[src/rtl/lsab_write_arbiter_if.sv]
// lsab_write_arbiter_if: request/write bundle between the four LSAB write requesters and the arbiter
interface lsab_write_arbiter_if;
    logic [3:0] REQ;
    logic [3:0] WRITE;
    logic       STALL;
    logic [3:0] ERR_CLR;
    logic [1:0] TURN;
    logic [3:0] GRANT;
    logic       GRANT_VLD;
    logic       GRANT_LAST;
    logic       WRITE_OUT;
    logic [3:0] DROP_ERR;

    modport master (
        output REQ, WRITE, STALL, ERR_CLR,
        input  TURN, GRANT, GRANT_VLD, GRANT_LAST, WRITE_OUT, DROP_ERR
    );

    modport slave (
        input  REQ, WRITE, STALL, ERR_CLR,
        output TURN, GRANT, GRANT_VLD, GRANT_LAST, WRITE_OUT, DROP_ERR
    );
endinterface

[src/rtl/lsab_write_arbiter.sv]
// lsab_write_arbiter: round-robin owner of the LSAB card-to-RAM write channel
// with bounded bursts, one dead cycle per handover and sticky illegal-write flags.
module lsab_write_arbiter #(
    parameter int BURST_MAX = 16
) (
    input logic CLK,
    input logic RST,
    lsab_write_arbiter_if.slave bus
);
    typedef enum logic [1:0] {IDLE, SWITCH, GRANT} arbState;

    localparam logic [7:0] burstMax = 8'(BURST_MAX);

    arbState    state, stateNext;
    logic [1:0] turn, turnNext, last, lastNext, otherPick;
    logic [7:0] cnt, cntNext;
    logic [3:0] grantVec, otherReq;
    logic       grantLast, accept, anyOther;
    logic [3:0] dropErr;

    // First requester strictly after 'from', wrapping; 'from' itself is checked last.
    function automatic logic [1:0] pickNext(input logic [3:0] req, input logic [1:0] from);
        logic [1:0] idx;
        pickNext = from;
        for (int i = 4; i >= 1; i--) begin
            idx = from + 2'(i);
            if (req[idx]) pickNext = idx;
        end
    endfunction

    assign grantVec  = (state == GRANT) ? 4'b0001 << turn : 4'b0000;
    assign accept    = (state == GRANT) && bus.WRITE[turn] && !bus.STALL;
    assign otherReq  = bus.REQ & ~(4'b0001 << turn);
    assign anyOther  = |otherReq;
    assign otherPick = pickNext(otherReq, turn);

    always_comb begin
        stateNext = state;
        turnNext  = turn;
        lastNext  = last;
        cntNext   = cnt;
        case (state)
            IDLE: if (|bus.REQ) begin
                stateNext = SWITCH;
                turnNext  = pickNext(bus.REQ, last);
                cntNext   = '0;
            end
            SWITCH: begin
                stateNext = GRANT;
                lastNext  = turn;
            end
            default: if (!bus.REQ[turn]) begin
                stateNext = anyOther ? SWITCH : IDLE;
                turnNext  = anyOther ? otherPick : turn;
                cntNext   = '0;
            end else if (accept) begin
                cntNext   = (cnt == burstMax - 8'd1) ? 8'd0 : cnt + 8'd1;
                // A full burst hands over only if someone else is waiting.
                stateNext = (cnt == burstMax - 8'd1 && anyOther) ? SWITCH : GRANT;
                turnNext  = (cnt == burstMax - 8'd1 && anyOther) ? otherPick : turn;
            end
        endcase
    end

    always_ff @(posedge CLK) begin
        if (!RST) begin
            state     <= IDLE;
            turn      <= 2'd0;
            last      <= 2'd3;
            cnt       <= 8'd0;
            grantLast <= 1'b0;
            dropErr   <= 4'b0000;
        end else begin
            state     <= stateNext;
            turn      <= turnNext;
            last      <= lastNext;
            cnt       <= cntNext;
            grantLast <= (stateNext == GRANT) && (cntNext == burstMax - 8'd1);
            dropErr   <= (dropErr & ~bus.ERR_CLR) | (bus.WRITE & ~grantVec);
        end
    end

    assign bus.TURN       = turn;
    assign bus.GRANT      = grantVec;
    assign bus.GRANT_VLD  = (state == GRANT);
    assign bus.GRANT_LAST = grantLast;
    assign bus.WRITE_OUT  = accept;
    assign bus.DROP_ERR   = dropErr;
endmodule

[src/flat_wrapper.sv]
// flat-port wrapper written by rule: the top's interface ports become plain ports
module lsab_write_arbiter_flat 
#(
    parameter int BURST_MAX = 16
)
  (CLK, RST, bus_REQ, bus_WRITE, bus_STALL, bus_ERR_CLR, bus_TURN, bus_GRANT, bus_GRANT_VLD, bus_GRANT_LAST, bus_WRITE_OUT, bus_DROP_ERR);
  lsab_write_arbiter_if bus_i ();
  input logic CLK;
  input logic RST;
  input wire logic [$bits(bus_i.REQ)-1:0] bus_REQ;
  input wire logic [$bits(bus_i.WRITE)-1:0] bus_WRITE;
  input wire logic [$bits(bus_i.STALL)-1:0] bus_STALL;
  input wire logic [$bits(bus_i.ERR_CLR)-1:0] bus_ERR_CLR;
  output wire logic [$bits(bus_i.TURN)-1:0] bus_TURN;
  output wire logic [$bits(bus_i.GRANT)-1:0] bus_GRANT;
  output wire logic [$bits(bus_i.GRANT_VLD)-1:0] bus_GRANT_VLD;
  output wire logic [$bits(bus_i.GRANT_LAST)-1:0] bus_GRANT_LAST;
  output wire logic [$bits(bus_i.WRITE_OUT)-1:0] bus_WRITE_OUT;
  output wire logic [$bits(bus_i.DROP_ERR)-1:0] bus_DROP_ERR;
  assign bus_i.REQ = bus_REQ;
  assign bus_i.WRITE = bus_WRITE;
  assign bus_i.STALL = bus_STALL;
  assign bus_i.ERR_CLR = bus_ERR_CLR;
  assign bus_TURN = bus_i.TURN;
  assign bus_GRANT = bus_i.GRANT;
  assign bus_GRANT_VLD = bus_i.GRANT_VLD;
  assign bus_GRANT_LAST = bus_i.GRANT_LAST;
  assign bus_WRITE_OUT = bus_i.WRITE_OUT;
  assign bus_DROP_ERR = bus_i.DROP_ERR;
  lsab_write_arbiter #(.BURST_MAX(BURST_MAX)) u_core (.CLK(CLK), .RST(RST), .bus(bus_i));
endmodule
[config.mk]
export PLATFORM = sky130hd
export DESIGN_NAME = lsab_write_arbiter_flat
export DESIGN_NICKNAME = d
export VERILOG_FILES = /design/src/rtl/lsab_write_arbiter_if.sv /design/src/rtl/lsab_write_arbiter.sv /design/src/flat_wrapper.sv
export SDC_FILE = /design/constraint.sdc
export NUM_CORES = 1
export LEC_CHECK = 0
export CORE_UTILIZATION = 25
export CTS_CLUSTER_SIZE = 12
export DETAILED_ROUTE_END_ITERATION = 12
export GPL_ROUTABILITY_DRIVEN = 0
export GPL_TIMING_DRIVEN = 0
export HOLD_SLACK_MARGIN = 0.02
export PLACE_DENSITY = 0.42
export SETUP_SLACK_MARGIN = 0.15
export SYNTH_ARGS = -nofsm -noshare
export SYNTH_HDL_FRONTEND = slang
export SYNTH_SLANG_ARGS = --single-unit
[constraint.sdc]
create_clock -name CLK -period 4.2 [get_ports CLK]
set_clock_uncertainty 0.1 [all_clocks]
set_input_delay 1.05 -clock CLK [delete_from_list [all_inputs] [get_ports CLK]]
set_output_delay 1.05 -clock CLK [all_outputs]
set_load 0.01 [all_outputs]
## After elaboration in Yosys (flattened, before gate mapping)

Index checks and enable logic that the tools add are counted.

| storage, ports and cells | value |
|---|---|
| bits in registers | 19 |
| word-level logic and storage cells | 87 |
| bits of input ports | 15 |

| operators by class | value |
|---|---|
| order comparisons | 7 |
| muxes and demuxes | 40 |
| eq/ne operators | 8 |
| bitwise gates (word level) | 8 |
| add/subtract/negate cells | 7 |
| shift operators | 1 |
| reduce and logical (&&, ||, !) cells | 10 |

Operators by type and width:

| kind | count |
|---|---|
| 8-bit two-way mux | 4 |
| 2-bit two-way mux | 15 |
| 2-bit by 3-bit < comparator with 1-bit output, second input constant | 7 |
| 1-bit binary-select mux with 2-bit select | 8 |
| 8-bit by 4-bit equality test with 1-bit output, second input constant | 2 |
| 8-bit case mux with 2 select lines | 1 |
| 4-bit AND | 3 |
| 4-bit NOT | 3 |
| 1-bit two-way mux | 9 |
| 2-bit adder, second input constant | 4 |
| 8-bit by 1-bit adder with 8-bit output, second input constant | 1 |
| 2-bit case mux with 2 select lines | 2 |
| 4-bit OR reduction | 2 |
| 3-bit != test, second input constant | 2 |
| 5-bit AND reduction | 1 |
| 2-bit by 1-bit adder with 2-bit output, second input constant | 2 |
| 2-bit equality test, second input constant | 2 |
| 1-bit logical AND | 4 |
| 4-bit two-way mux | 1 |
| 4-bit bitwise OR | 1 |
| 1-bit by 2-bit << shifter with 4-bit output, first input constant | 1 |
| 3-bit nonzero test | 1 |
| 2-bit by 1-bit equality test with 1-bit output, second input constant | 1 |
| 2-bit zero test | 1 |
| 3 further kinds | 3 |

## Longest topological paths before layout

| logic depth | value |
|---|---|
| word-level depth | 12 |
| gate-level depth with buffers | 9 |
| depth with buffers taken out | 8 |

## Worst setup path after synthesis

No wires, ideal clock.

| timing path | value |
|---|---|
| kind | input -> output |
| from | input port bus_WRITE[3] |
| to | output port bus_WRITE_OUT |
| stages on the path | 4 |
| arrival time | 1.807 ns |
| data required time | 3.050 ns |
| path slack | 1.243 ns |
| path through | mux4_2 -> nand2_4 -> inv_2 -> buf_6 |

| between the ends | value |
|---|---|
| word-level cells in the longest chain between the ends | 4 |

RTL lines:

| element | RTL line | text |
|---|---|---|
| from (decl) | flat_wrapper.sv:11 | `input wire logic [$bits(bus_i.WRITE)-1:0] bus_WRITE;` |
| 1-bit binary-select mux with 2-bit select | lsab_write_arbiter.sv:32 | `assign accept = (state == GRANT) && bus.WRITE[turn] && !bus.STALL;` |
| 1-bit two-way mux (implied by the code) | lsab_write_arbiter.sv:32 |  |
| 1-bit logical AND (2 in a row) | lsab_write_arbiter.sv:32 |  |
| to (decl) | flat_wrapper.sv:18 | `output wire logic [$bits(bus_i.WRITE_OUT)-1:0] bus_WRITE_OUT;` |

Every way passes these cells. The select of a mux whose other input is x is not followed.

## Worst setup path after layout

| timing path | value |
|---|---|
| from | input port bus_WRITE[0] |
| to | output port bus_WRITE_OUT |

Same word-level chain as after synthesis.

==> out/metrics.yaml <==
outcome: "finished, final reports clean"
grt_remaining_overflow: 0
synth_top_area_share_pct: 27.26
cts_hold_buf: 0
setup_viol: 0
drt_iter0_markers: 103
critPathArrivalTime_ns: 2.79
rsz0062_at_grt: "false"
n_antenna_cell: 0
cp-start-kind: "input port"
placed_area_um2: 1733
dpl.hpwl_mm: 2.988
nNetsFinal: 225
wl_mm: 3.981
ys_ff_latch: 19
yosys-top-cells-area: "dfxtp_1 27%, nor2_1 4.8%, a21oi_1 4.7%, ha_1 4.5%, nand2_1 4.3%"
max_freq_mhz: 253.9
worst_slew_pin_slew_ns: 0.5914
cts_max_path_buffers: 2
synthDistinctLibCells: 53
viasPerCell: 5.120
postRouteAntennaNets: 0
clockRootBuffer: "clkbuf_8"
synth_fp_nets: 195
final.period_utilization_pct: 93.76
grt_max_degree: 12
final_cell_area_um2: 1779
power.density_nw_per_um2: 435.9
synth_warnings: 0
critPathMaxFanout: 10
clk_latency_ns: 0.26
ys.flop_type: "dfxtp_1"
hp-class: "flip-flop to flip-flop"
clock-sinks: 19
fin_crit_ns: 3.938
critPathCaptureType: "primary output"
leakagePower_nw: 0.7058
fin_setup_tns_ns: 0
cts_resized: 0
hold_viol_final: 0
clkTransAtPathRegs_ns: 0.08
routedWlPerCell_um: 14.53
drv_cap: 0
core_area_um2: 5238
synth-async-reset-ratio_pct: 0
vdd_ir_drop_max_mv: 0.1694
mappedNetlistArea_um2: 1395
yosysSeqAreaShare_pct: 27.26
post-synth-top-count-cell: "dfxtp_1"
synth_edf_count: 0
die_w_um: 76.70
track_usage_pct: 14.52
drc: 0
critical_path_class: "input port to primary output"
nFillCells: 564
synth_common_cells: "19 x dfxtp_1, 18 x nor2_1, 16 x nand2_1"
vias: 1403
pin_count: 28
cts_tree: "done"
cts_setup_buffers: 0
die-area_um2: 5883
htree_levels: 1
synth_area_per_cell_um2: 7.972
syn_inst: 175
grt_antenna_before_repair: 0
required_ns: 3.05
drtPass1Iterations: 4
max_slew_margin_pct: 60.49
grt_pass1_wl_mm: 6.782
synth_top_area_cell: "dfxtp_1"
layout.area.seq_um2: 380.4
multi_input_area_um2: 910.9
die_y_um: 76.70
syn2layout_area_growth_pct: 27.53
rows: 26
drive_gt1_share_pct: 10.29
start_util_pct: 26.64
grt_pass1_vias: 1322
numPortBuffers: 25
slew_violations: 0
cts_buffers: 3
where the power goes:
| group | switching, mW | leakage (nW) | internal [mW] |
|---|---|---|---|
| combinational | 0.217 | 0.525 | 0.184 |
| sequential | 0.0354 | 0.156 | 0.203 |
| clock | 0.0700 | 0.0255 | 0.0663 |
| total | 0.322 | 0.706 | 0.454 |
final timing paths:
path / start / slack, ns / to / cells after the start
setup / recovery: bus_WRITE[0] / 0.26 / bus_WRITE_OUT / 6
hold reg to reg: u_core.last[0] / 0.43 / u_core.last[0] / 2
setup reg to reg: u_core.bus.TURN[0] / 1.56 / u_core.bus.TURN[0] / 9
hold / removal: u_core.last[0] / 0.43 / u_core.last[0] / 2
cell families (layout without fill, tap and decap cells):
| group | Yosys count | count (layout) | synth area share (%) |
|---|---|---|---|
| and+or+nand+nor | 74 | 74 | 29.96 |
| muxes | 5 | 5 | 5.381 |
| adders and majority gates | 5 | 5 | 4.484 |
| AOI/OAI and AO/OA | 52 | 52 | 25.47 |
| buffers and inverters | 20 | 49 | 7.444 |
| DFF | 19 | 19 | 27.26 |
final cells by class:
type | instances | area share [%]
Inverter | 11 | 2.321
Clock inverter | 1 | 0.2813
Buffer | 9 | 3.516
Timing Repair Buffer | 25 | 14.06
Sequential cell | 19 | 21.38
Tap cell | 70 | 4.923
Clock buffer | 3 | 2.321
Multi-Input combinational cell | 136 | 51.20
routing by layer:
| layer | global-route usage (%) | part of all wire, % | up-vias |
|---|---|---|---|
| li1 | - | - | 704 |
| met5 | 0 | 0 | - |
| met3 | 1.905 | 4.1 | 7 |
| met4 | 5.962 | 2.0 | 0 |
| met1 | 20.32 | 51 | 646 |
| met2 | 22.23 | 43 | 46 |
cell usage in the layout (no fill, tap or decap), types with 3 or more instances in the layout:
master / n
a21oi_1: 13
and3_1: 3
and3b_1: 3
buf_6: 3
clkbuf_1: 3
clkbuf_8: 3
clkdlybuf4s50_1: 25
dfxtp_1: 19
ha_1: 5
inv_1: 10
mux2i_1: 3
nand2_1: 16
nand2b_1: 5
nand3_1: 4
nor2_1: 18
nor2b_1: 6
nor3b_1: 3
o21ai_0: 5
o21ai_1: 3
o22ai_1: 6
o31ai_1: 3
worst max-delay path: stages:
cell	delay [ns]
clkdlybuf4s50_1	0.43
mux4_2	0.52
nand2_4	0.13
inv_2	0.05
buf_6	0.13
clkdlybuf4s50_1	0.48
state kept, by name, summed over array words and instances, names as in the netlist:
name	cells
u_core.bus.TURN	2
u_core.bus.GRANT_LAST	1
u_core.cnt	8
u_core.bus.DROP_ERR	4
u_core.state	2
u_core.last	2
stage by stage:
| stage | hold slack (ns) | std cells | worst slack (ns) | util (%) | power [mW] |
|---|---|---|---|---|---|
| 6_report | 0.4279 | 274 | 0.2621 | 33.97 | 0.7756 |
| 5_1_grt | 0.4814 | 274 | 0.2145 | 33.97 | 0.8405 |
| 4_1_cts | 0.4322 | 274 | 0.2530 | 33.97 | 0.7817 |
| 3_5_place_dp | 0.4207 | 270 | 0.2551 | 33.09 | 0.6385 |
| 3_3_place_gp | 0.4198 | 270 | 0.2522 | 33.09 | 0.6404 |
| 2_1_floorplan | 0.3906 | 175 | 1.243 | - | 0.5112 |
(Power assumes the default switching activity.)
